File: src/rtl/tcu_uop_sequencer_if.sv
// tcu_uop_sequencer_if: WMMA instruction input and TCU uop output bundle.
// master = sequencer side (consumes instructions, produces uops);
// slave  = environment side (issue stage + TCU execute unit).
interface tcu_uop_sequencer_if #(
  parameter int unsigned M_STEPS      = 2,
  parameter int unsigned N_STEPS      = 4,
  parameter int unsigned K_STEPS      = 4,
  parameter int unsigned A_SUB_BLOCKS = 1,
  parameter int unsigned B_SUB_BLOCKS = 2,
  parameter int unsigned WID_W        = 4
);
  localparam int unsigned SM_W   = (M_STEPS > 1) ? $clog2(M_STEPS) : 1;
  localparam int unsigned SN_W   = (N_STEPS > 1) ? $clog2(N_STEPS) : 1;
  localparam int unsigned SK_W   = (K_STEPS > 1) ? $clog2(K_STEPS) : 1;
  localparam int unsigned ASEL_W = (A_SUB_BLOCKS > 1) ? $clog2(A_SUB_BLOCKS) : 1;
  localparam int unsigned BSEL_W = (B_SUB_BLOCKS > 1) ? $clog2(B_SUB_BLOCKS) : 1;

  // instruction side
  logic              in_valid;
  logic              in_ready;
  logic [WID_W-1:0]  in_wid;
  logic [3:0]        in_fmt_s;
  logic [3:0]        in_fmt_d;

  // uop side
  logic              out_valid;
  logic              out_ready;
  logic [WID_W-1:0]  out_wid;
  logic [3:0]        out_fmt_s;
  logic [3:0]        out_fmt_d;
  logic [SM_W-1:0]   out_step_m;
  logic [SN_W-1:0]   out_step_n;
  logic [SK_W-1:0]   out_step_k;
  logic [4:0]        out_rs1;
  logic [4:0]        out_rs2;
  logic [4:0]        out_rs3;
  logic [ASEL_W-1:0] out_asel;
  logic [BSEL_W-1:0] out_bsel;
  logic              out_first;
  logic              out_last;

  modport master (
    input  in_valid, in_wid, in_fmt_s, in_fmt_d, out_ready,
    output in_ready, out_valid, out_wid, out_fmt_s, out_fmt_d,
           out_step_m, out_step_n, out_step_k,
           out_rs1, out_rs2, out_rs3, out_asel, out_bsel,
           out_first, out_last
  );

  modport slave (
    output in_valid, in_wid, in_fmt_s, in_fmt_d, out_ready,
    input  in_ready, out_valid, out_wid, out_fmt_s, out_fmt_d,
           out_step_m, out_step_n, out_step_k,
           out_rs1, out_rs2, out_rs3, out_asel, out_bsel,
           out_first, out_last
  );
endinterface

File: src/rtl/tcu_uop_sequencer.sv
// tcu_uop_sequencer: expands one WMMA instruction into M*N*K TCU micro-ops
// (k innermost, then n, then m), each carrying step indices, A/B/C register
// selects and A/B sub-block selects. All outputs are registered.
// Optional feature macro: TCU_UOP_PERF_EN adds perf_uops / perf_stalls counters.
module tcu_uop_sequencer #(
  parameter int unsigned M_STEPS      = 2,
  parameter int unsigned N_STEPS      = 4,
  parameter int unsigned K_STEPS      = 4,
  parameter int unsigned A_SUB_BLOCKS = 1,
  parameter int unsigned B_SUB_BLOCKS = 2,
  parameter int unsigned RA           = 0,
  parameter int unsigned RB           = 10,
  parameter int unsigned RC           = 24,
  parameter int unsigned WID_W        = 4
) (
  input  logic                 clk,
  input  logic                 reset_n,
  tcu_uop_sequencer_if.master  io
`ifdef TCU_UOP_PERF_EN
  ,
  output logic [31:0]          perf_uops,
  output logic [31:0]          perf_stalls
`endif
);

  localparam int unsigned SM_W   = (M_STEPS > 1) ? $clog2(M_STEPS) : 1;
  localparam int unsigned SN_W   = (N_STEPS > 1) ? $clog2(N_STEPS) : 1;
  localparam int unsigned SK_W   = (K_STEPS > 1) ? $clog2(K_STEPS) : 1;
  localparam int unsigned ASEL_W = (A_SUB_BLOCKS > 1) ? $clog2(A_SUB_BLOCKS) : 1;
  localparam int unsigned BSEL_W = (B_SUB_BLOCKS > 1) ? $clog2(B_SUB_BLOCKS) : 1;

  // Highest register number each select can reach.
  localparam int unsigned RS1_MAX = RA + (M_STEPS * K_STEPS - 1) / A_SUB_BLOCKS;
  localparam int unsigned RS2_MAX = RB + (N_STEPS * K_STEPS - 1) / B_SUB_BLOCKS;
  localparam int unsigned RS3_MAX = RC + M_STEPS * N_STEPS - 1;

  // Reject parameter sets that would overflow 5-bit register numbers.
  if (RS1_MAX > 31 || RS2_MAX > 31 || RS3_MAX > 31) begin : g_reg_overflow
    $error("tcu_uop_sequencer: register numbering exceeds 5 bits");
  end
  if (M_STEPS < 1 || N_STEPS < 1 || K_STEPS < 1) begin : g_bad_steps
    $error("tcu_uop_sequencer: step counts must be at least 1");
  end

  typedef enum logic {
    IDLE  = 1'b0,
    ISSUE = 1'b1
  } state_t;

  state_t             state_q, state_d;
  logic [SM_W-1:0]    m_q, m_d;
  logic [SN_W-1:0]    n_q, n_d;
  logic [SK_W-1:0]    k_q, k_d;
  logic [WID_W-1:0]   wid_q, wid_d;
  logic [3:0]         src_fmt_q, src_fmt_d;
  logic [3:0]         dst_fmt_q, dst_fmt_d;
  logic               valid_q, valid_d;
  logic               ready_q, ready_d;
  logic [4:0]         rs1_q, rs1_d;
  logic [4:0]         rs2_q, rs2_d;
  logic [4:0]         rs3_q, rs3_d;
  logic [ASEL_W-1:0]  asel_q, asel_d;
  logic [BSEL_W-1:0]  bsel_q, bsel_d;
  logic               first_q, first_d;
  logic               last_q, last_d;

  logic               m_max, n_max, k_max;
  logic [31:0]        a_idx, b_idx, c_idx;

  assign m_max = (m_q == SM_W'(M_STEPS - 1));
  assign n_max = (n_q == SN_W'(N_STEPS - 1));
  assign k_max = (k_q == SK_W'(K_STEPS - 1));

  // Next state and step counters: accept in IDLE, advance k/n/m on each accepted uop.
  always_comb begin
    state_d   = state_q;
    m_d       = m_q;
    n_d       = n_q;
    k_d       = k_q;
    wid_d     = wid_q;
    src_fmt_d = src_fmt_q;
    dst_fmt_d = dst_fmt_q;
    case (state_q)
      IDLE: begin
        if (io.in_valid && ready_q) begin
          wid_d     = io.in_wid;
          src_fmt_d = io.in_fmt_s;
          dst_fmt_d = io.in_fmt_d;
          m_d       = '0;
          n_d       = '0;
          k_d       = '0;
          state_d   = ISSUE;
        end
      end
      ISSUE: begin
        if (io.out_ready) begin
          if (k_max) begin
            k_d = '0;
            if (n_max) begin
              n_d = '0;
              if (m_max) begin
                m_d     = '0;
                state_d = IDLE;
              end else begin
                m_d = m_q + SM_W'(1);
              end
            end else begin
              n_d = n_q + SN_W'(1);
            end
          end else begin
            k_d = k_q + SK_W'(1);
          end
        end
      end
      default: state_d = IDLE;
    endcase
  end

  // Uop payload for the next cycle, derived from the next counter values.
  always_comb begin
    a_idx   = 32'(m_d) * K_STEPS + 32'(k_d);
    b_idx   = 32'(n_d) * K_STEPS + 32'(k_d);
    c_idx   = 32'(m_d) * N_STEPS + 32'(n_d);
    valid_d = (state_d == ISSUE);
    ready_d = (state_d == IDLE);
    rs1_d   = 5'(RA + a_idx / A_SUB_BLOCKS);
    rs2_d   = 5'(RB + b_idx / B_SUB_BLOCKS);
    rs3_d   = 5'(RC + c_idx);
    asel_d  = ASEL_W'(a_idx % A_SUB_BLOCKS);
    bsel_d  = BSEL_W'(b_idx % B_SUB_BLOCKS);
    first_d = valid_d && (m_d == '0) && (n_d == '0) && (k_d == '0);
    last_d  = valid_d && (m_d == SM_W'(M_STEPS - 1)) &&
              (n_d == SN_W'(N_STEPS - 1)) && (k_d == SK_W'(K_STEPS - 1));
  end

  // State, counter and output registers.
  always_ff @(posedge clk or negedge reset_n) begin
    if (!reset_n) begin
      state_q   <= IDLE;
      m_q       <= '0;
      n_q       <= '0;
      k_q       <= '0;
      wid_q     <= '0;
      src_fmt_q <= '0;
      dst_fmt_q <= '0;
      valid_q   <= 1'b0;
      ready_q   <= 1'b0;
      rs1_q     <= '0;
      rs2_q     <= '0;
      rs3_q     <= '0;
      asel_q    <= '0;
      bsel_q    <= '0;
      first_q   <= 1'b0;
      last_q    <= 1'b0;
    end else begin
      state_q   <= state_d;
      m_q       <= m_d;
      n_q       <= n_d;
      k_q       <= k_d;
      wid_q     <= wid_d;
      src_fmt_q <= src_fmt_d;
      dst_fmt_q <= dst_fmt_d;
      valid_q   <= valid_d;
      ready_q   <= ready_d;
      rs1_q     <= rs1_d;
      rs2_q     <= rs2_d;
      rs3_q     <= rs3_d;
      asel_q    <= asel_d;
      bsel_q    <= bsel_d;
      first_q   <= first_d;
      last_q    <= last_d;
    end
  end

  assign io.in_ready   = ready_q;
  assign io.out_valid  = valid_q;
  assign io.out_wid    = wid_q;
  assign io.out_fmt_s  = src_fmt_q;
  assign io.out_fmt_d  = dst_fmt_q;
  assign io.out_step_m = m_q;
  assign io.out_step_n = n_q;
  assign io.out_step_k = k_q;
  assign io.out_rs1    = rs1_q;
  assign io.out_rs2    = rs2_q;
  assign io.out_rs3    = rs3_q;
  assign io.out_asel   = asel_q;
  assign io.out_bsel   = bsel_q;
  assign io.out_first  = first_q;
  assign io.out_last   = last_q;

`ifdef TCU_UOP_PERF_EN
  logic [31:0] perf_uops_q, perf_uops_d;
  logic [31:0] perf_stalls_q, perf_stalls_d;

  // Count accepted uops and backpressure cycles (both wrap naturally).
  always_comb begin
    perf_uops_d   = perf_uops_q + 32'(valid_q && io.out_ready);
    perf_stalls_d = perf_stalls_q + 32'(valid_q && !io.out_ready);
  end

  // Performance counter registers.
  always_ff @(posedge clk or negedge reset_n) begin
    if (!reset_n) begin
      perf_uops_q   <= '0;
      perf_stalls_q <= '0;
    end else begin
      perf_uops_q   <= perf_uops_d;
      perf_stalls_q <= perf_stalls_d;
    end
  end

  assign perf_uops   = perf_uops_q;
  assign perf_stalls = perf_stalls_q;
`endif

endmodule

File: src/flat_wrapper.sv
// flat-port wrapper written by rule: the top's interface ports become plain ports
module tcu_uop_sequencer_flat 
#(
  parameter int unsigned M_STEPS      = 2,
  parameter int unsigned N_STEPS      = 4,
  parameter int unsigned K_STEPS      = 4,
  parameter int unsigned A_SUB_BLOCKS = 1,
  parameter int unsigned B_SUB_BLOCKS = 2,
  parameter int unsigned RA           = 0,
  parameter int unsigned RB           = 10,
  parameter int unsigned RC           = 24,
  parameter int unsigned WID_W        = 4
)
  (clk, reset_n, io_in_valid, io_in_wid, io_in_fmt_s, io_in_fmt_d, io_out_ready, io_in_ready, io_out_valid, io_out_wid, io_out_fmt_s, io_out_fmt_d, io_out_step_m, io_out_step_n, io_out_step_k, io_out_rs1, io_out_rs2, io_out_rs3, io_out_asel, io_out_bsel, io_out_first, io_out_last);
  tcu_uop_sequencer_if #(.M_STEPS(M_STEPS), .N_STEPS(N_STEPS), .K_STEPS(K_STEPS), .A_SUB_BLOCKS(A_SUB_BLOCKS), .B_SUB_BLOCKS(B_SUB_BLOCKS), .WID_W(WID_W)) io_i ();
  input  logic clk;
  input  logic reset_n;
  input wire logic [$bits(io_i.in_valid)-1:0] io_in_valid;
  input wire logic [$bits(io_i.in_wid)-1:0] io_in_wid;
  input wire logic [$bits(io_i.in_fmt_s)-1:0] io_in_fmt_s;
  input wire logic [$bits(io_i.in_fmt_d)-1:0] io_in_fmt_d;
  input wire logic [$bits(io_i.out_ready)-1:0] io_out_ready;
  output wire logic [$bits(io_i.in_ready)-1:0] io_in_ready;
  output wire logic [$bits(io_i.out_valid)-1:0] io_out_valid;
  output wire logic [$bits(io_i.out_wid)-1:0] io_out_wid;
  output wire logic [$bits(io_i.out_fmt_s)-1:0] io_out_fmt_s;
  output wire logic [$bits(io_i.out_fmt_d)-1:0] io_out_fmt_d;
  output wire logic [$bits(io_i.out_step_m)-1:0] io_out_step_m;
  output wire logic [$bits(io_i.out_step_n)-1:0] io_out_step_n;
  output wire logic [$bits(io_i.out_step_k)-1:0] io_out_step_k;
  output wire logic [$bits(io_i.out_rs1)-1:0] io_out_rs1;
  output wire logic [$bits(io_i.out_rs2)-1:0] io_out_rs2;
  output wire logic [$bits(io_i.out_rs3)-1:0] io_out_rs3;
  output wire logic [$bits(io_i.out_asel)-1:0] io_out_asel;
  output wire logic [$bits(io_i.out_bsel)-1:0] io_out_bsel;
  output wire logic [$bits(io_i.out_first)-1:0] io_out_first;
  output wire logic [$bits(io_i.out_last)-1:0] io_out_last;
  assign io_i.in_valid = io_in_valid;
  assign io_i.in_wid = io_in_wid;
  assign io_i.in_fmt_s = io_in_fmt_s;
  assign io_i.in_fmt_d = io_in_fmt_d;
  assign io_i.out_ready = io_out_ready;
  assign io_in_ready = io_i.in_ready;
  assign io_out_valid = io_i.out_valid;
  assign io_out_wid = io_i.out_wid;
  assign io_out_fmt_s = io_i.out_fmt_s;
  assign io_out_fmt_d = io_i.out_fmt_d;
  assign io_out_step_m = io_i.out_step_m;
  assign io_out_step_n = io_i.out_step_n;
  assign io_out_step_k = io_i.out_step_k;
  assign io_out_rs1 = io_i.out_rs1;
  assign io_out_rs2 = io_i.out_rs2;
  assign io_out_rs3 = io_i.out_rs3;
  assign io_out_asel = io_i.out_asel;
  assign io_out_bsel = io_i.out_bsel;
  assign io_out_first = io_i.out_first;
  assign io_out_last = io_i.out_last;
  tcu_uop_sequencer #(.M_STEPS(M_STEPS), .N_STEPS(N_STEPS), .K_STEPS(K_STEPS), .A_SUB_BLOCKS(A_SUB_BLOCKS), .B_SUB_BLOCKS(B_SUB_BLOCKS), .RA(RA), .RB(RB), .RC(RC), .WID_W(WID_W)) u_core (.clk(clk), .reset_n(reset_n), .io(io_i));
endmodule
File: config.mk
export PLATFORM = sky130hd
export DESIGN_NAME = tcu_uop_sequencer_flat
export DESIGN_NICKNAME = d
export VERILOG_FILES = /design/src/rtl/tcu_uop_sequencer_if.sv /design/src/rtl/tcu_uop_sequencer.sv /design/src/flat_wrapper.sv
export SDC_FILE = /design/constraint.sdc
export NUM_CORES = 1
export LEC_CHECK = 0
export ABC_AREA = 1
export CORE_MARGIN = 4
export CORE_UTILIZATION = 28
export DETAILED_ROUTE_END_ITERATION = 8
export PLACE_DENSITY = 0.58
export SYNTH_ARGS = -nofsm -noshare
export SYNTH_HDL_FRONTEND = slang
export SYNTH_SLANG_ARGS = --single-unit
export TNS_END_PERCENT = 50
File: constraint.sdc
create_clock -name clk -period 1.45 [get_ports clk]
set_input_delay 0.2175 -clock clk [delete_from_list [all_inputs] [get_ports clk]]
set_output_delay 0.2175 -clock clk [all_outputs]
set_load 0.03 [all_outputs]
==> Word-level counts from Yosys, hierarchy flattened <==
Index checks and enable logic that the tools add are counted.
{ "word_totals": {"input_bits": 16, "regBits": 37, "wordCells": 60} }
{ "classes": {"eq_ne": 4, "n_mux": 21, "addsub": 8, "n_reduce_logical": 10, "n_bitwise": 3} }
{ "op_table": {"columns": ["operator", "count"], "rows": [
  ["$mux 2", 7],
  ["$mux 1", 10],
  ["$add 3x2->4", 2],
  ["$eq 2x2->1 const B", 4],
  ["$pmux 2 s2", 2],
  ["$logic_and 1x1->1", 7],
  ["$add 4x2->5", 1],
  ["$add 4x5->5 const A", 1],
  ["$add 5x5->5 const A", 1],
  ["$add 2x1->2 const B", 2],
  ["$logic_not 2->1", 2],
  ["$pmux 1 s2", 2],
  ["$not 1->1", 3],
  ["$reduce_and 2->1", 1],
  ["$add 1x1->1 const B", 1]
]} }

==> Logic depth before layout (Yosys ltp) <==
{ "logic_depth": {"ltp_word": 10, "depth_mapped": 9} }

==> Worst setup path after synthesis <==
OpenSTA, ideal clock, no wires.
{ "synth_timing": {"path_type": "register to register", "start": "reg u_core.k_q[0], in the netlist u_core.io.out_step_k[0]", "end": "reg u_core.first_q, in the netlist u_core.io.out_first", "setup_slack_ns": -0.176, "path_stages_with_launch": 10, "t_arrival_ns": 1.511, "required_time_ns": 1.334, "setup_time_ns": 0.116, "path_buffers": 0, "path_cell_list": "dfrtp_1 ha_1 nand3_2 clkinv_2 nand2_4 nand2_4 inv_4 ha_1 nand3_1 nor2_1"} }
{ "synth_between": {"elab_chain_cells": 8, "elab_cells_between_ends": 21, "cone_classes": "1 x add/sub; 1 x eq/ne; 13 x mux; 1 x bitwise; 5 x reduce/logical"} }
{ "synth_lines": {"columns": ["item", "line", "source"], "rows": [
  ["start: declaration", "tcu_uop_sequencer.sv:53", "logic [SK_W-1:0] k_q, k_d;"],
  ["start signal: assignment", "tcu_uop_sequencer.sv:159", "k_q <= k_d;"],
  ["parallel branches: the longest is 7 deep, another holds $add 2x1->2", null, null],
  ["$logic_and 1x1->1 (*)", "tcu_uop_sequencer.sv:131", "first_d = valid_d && (m_d == '0) && (n_d == '0) && (k_d == '0);"],
  ["named net u_core.first_d", "tcu_uop_sequencer.sv:64", "logic first_q, first_d;"],
  ["end signal: assignment", "tcu_uop_sequencer.sv:170", "first_q <= first_d;"],
  ["end: declaration", "tcu_uop_sequencer.sv:64", null]
]} }
Mark *: on every way through the listed nets, which the timed path passes.
A chain may end at the register's enable or synchronous reset.

==> results.toml <==
[clocking]
cts-root-buf = "clkbuf_8"
postCtsSetupBuffers = 0
cts_made_buffers = 3
insertion_delay_ps = 270
htreeDepth = 1
cts_hold_buf = 0
clockBufferDepth = 2
clk_transition_reported_paths_ps = 90
cts_tree = "done"
cts_num_sinks = 26

[worst_setup_path]
cp_top_family = "flip-flops"
cp.arrival_ps = 1590
cp.buffers_inverters = 2
cpPeakStageDelay_ps = 460
start_kind = "register"
critical_path_required_ps = 1620
r2r_setup_slack_ps = 30
crit_type = "register to register"
crit_path_end_kind = "register"
crit_fanout = 4
path_cells = "ha_4 -> inv_2 -> nand4_1 -> nand2_2 -> nor2_4 -> inv_2 -> ha_4 -> nand3_2 -> nor2_1"
critPathSlowestCell = "dfrtp_2"

[timing]
slew_violations = 0
finalHoldViolations = 0
post-route-period-util = 0.979
post-route-min-period_ps = 1420
clock.fmax_mhz = 704
rsz0062_at_grt = "true"
layout_setup_ws_ps = 29.8
setup_tns_ps = 0
fin_skew_ps = 5.38
setup_viol_count_final = 0

[yosys]
ys_seq_area_frac = 0.531
synth_area_per_cell_um2 = 9.15
synth_top_area_cell = "dfrtp_1"
ys_types = 20
yosysTopAreaCellShare = 0.531
ys_ff_latch = 26
yosys-top-cells-area = "dfrtp_1 53%, nand2_1 14%, buf_4 8.6%, ha_1 4.1%, inv_1 3.4%"
syn-cell-area_mm2 = 0.00123
ys_warn_count = 0
postSynthCellCount = 134

[layout]
antenna_cells = 0
mostFrequentLayoutCells = "46 x nand2_1, 31 x dlygate4sd2_1, 21 x dfrtp_1"
fill_cells = 409
nNetsFinal = 207
final_common_cell = "nand2_1"
area.growth.synth_to_final_pct = 53.1
drive_gt1_frac = 0.242

[die]
io_pins = 54
start_util = 0.298
die_w_um = 74.2
die_h_um = 74.2
coreArea_mm2 = 0.00412
rows = 23
dieArea_mm2 = 0.00550

[global_routing]
gr-usage-all-layers = 0.109
first_global_vias = 1069
grt_pass1_wl_um = 4600
antenna_found_initial = 0
overflow = 0
grt_max_degree = 27

[placement]
gp_congestion = 0.774
port_buffers = 50
dp_hpwl_um = 2210
pre_cts_ws_ps = -97.3

[pwr]
combPwrFrac = 0.586
sw_frac_of_total = 0.473
seqPwrFrac = 0.285
power.leakage_uw = 0.000991
intPower_uw = 2410
powerDensity_mw_per_mm2 = 2440
vdd_drop_max_v = 0.00102
netSwitchingPower_uw = 2160
pwr-share-clk = 0.129

[min_path]
hold_path_class = "input pin to asynchronous set/reset pin"

[routing]
wirelength_um = 2870
postRouteAntennaNets = 0
drcViolationCount = 0
drt_first_iter_violations = 26
firstDrtPassIters = 4
via_per_inst = 4.23
post_drt_wl_per_cell_um = 12.2
num_vias = 999

[run_status]
status = "finished, final reports clean"

[run]
cap_violations = 0
[power groups by stage]
| stage | combinational (uW) | sequential (uW) | clock, uW |
|---|---|---|---|
| floorplan | 1230 | 1860 | 0 |
| global placement | 2830 | 1300 | 0 |
| detailed placement | 2880 | 1300 | 0 |
| CTS | 2600 | 1290 | 605 |
| global route | 2910 | 1360 | 637 |
| finish | 2680 | 1300 | 588 |
[registers in the layout, summed over array words and instances (netlist names)]
register / count
u_core.io.out_rs3: 3
u_core.io.out_first: 1
u_core.io.out_wid: 4
u_core.io.in_ready: 1
u_core.state_q: 1
u_core.io.out_step_n: 1
u_core.io.out_rs2: 5
u_core.io.out_fmt_s: 4
u_core.io.out_fmt_d: 4
u_core.io.out_last: 1
u_core.io.out_step_k: 1
[path summary, 6_finish.rpt]
| path | from | end | depth (start not counted) |
|---|---|---|---|
| worst max register to register | u_core.io.out_rs3[1] | u_core.io.out_first | 9 |
| worst max-delay path | u_core.io.out_rs3[1] | u_core.io.out_first | 9 |
| min in group clk | io_in_wid[2] | u_core.io.out_wid[2] | 3 |
| max in group asynchronous | reset_n | u_core.io.out_rs2[0] | 2 |
| worst min-delay path | reset_n | u_core.io.out_fmt_s[0] | 2 |
| worst min register to register | u_core.io.out_wid[2] | u_core.io.out_wid[2] | 2 |
[worst reg2reg max path: stages, from the launching register on]
cell and delay, ps:
dfrtp_2 460, ha_4 280, inv_2 30, nand4_1 70, nand2_2 70, nor2_4 110
inv_2 70, ha_4 150, nand3_2 60, nor2_1 40
[cells in the mapped netlist (all sizes together)]
library cell,instances
nand4,2
dfrtp,26
clkinv,1
ha,4
buf,15
inv,15
nand2,49
o21bai,1
a21oi,4
nor2,7
nand3,8
conb,2
[kinds of logic (layout without fill, tap and decap cells)]
| kind of cell | count (synthesis) | after routing | synth area share |
|---|---|---|---|
| other | 2 | 4 | 0.00612 |
| DFF | 26 | 26 | 0.531 |
| adders and majority gates | 4 | 4 | 0.0408 |
| buffers and inverters | 31 | 81 | 0.142 |
| and+or+nand+nor | 66 | 66 | 0.249 |
| AOI/OAI and AO/OA | 5 | 5 | 0.0316 |
[repair_timing]
action / in CTS / in global routing
setup endpoints to repair: 38 / 5
pin swaps: 0 / 2
gates resized for setup: 37 / 13
cloned: 0 / 0
[metrics by stage]
| step | utilization | instances | total power [uW] | hold WS, ps | cell area, um2 |
|---|---|---|---|---|---|
| after floorplan | - | 136 | 3090 | -78.1 | 1260 |
| after detailed placement | 0.441 | 232 | 4180 | 465 | 1810 |
| after global placement | 0.441 | 232 | 4120 | 462 | 1810 |
| after CTS | 0.448 | 236 | 4500 | 317 | 1850 |
| after global routing | 0.456 | 236 | 4900 | 344 | 1880 |
| final | 0.456 | 236 | 4570 | 308 | 1880 |
[metal layers]
layer / routed length (um) / part of all wire / vias up / GRT usage
met5: 0 / 0 / - / 0
met4: 27 / 0.0094 / 0 / 0.0463
met3: 263 / 0.092 / 4 / 0.0324
met2: 1350 / 0.47 / 45 / 0.179
met1: 1230 / 0.43 / 457 / 0.132
li1: - / - / 493 / -
[final cells by class]
class,instances,area [um2],area share
timing repair buffer,61,551,0.293
sequential,26,657,0.350
multi-input combinational,79,472,0.251
inverter,16,63.8,0.0340
clock inverter,1,30.0,0.0160
tap,50,62.6,0.0333
clock buffer,3,41.3,0.0220
Note: power is estimated with default switching activity, not from simulation.
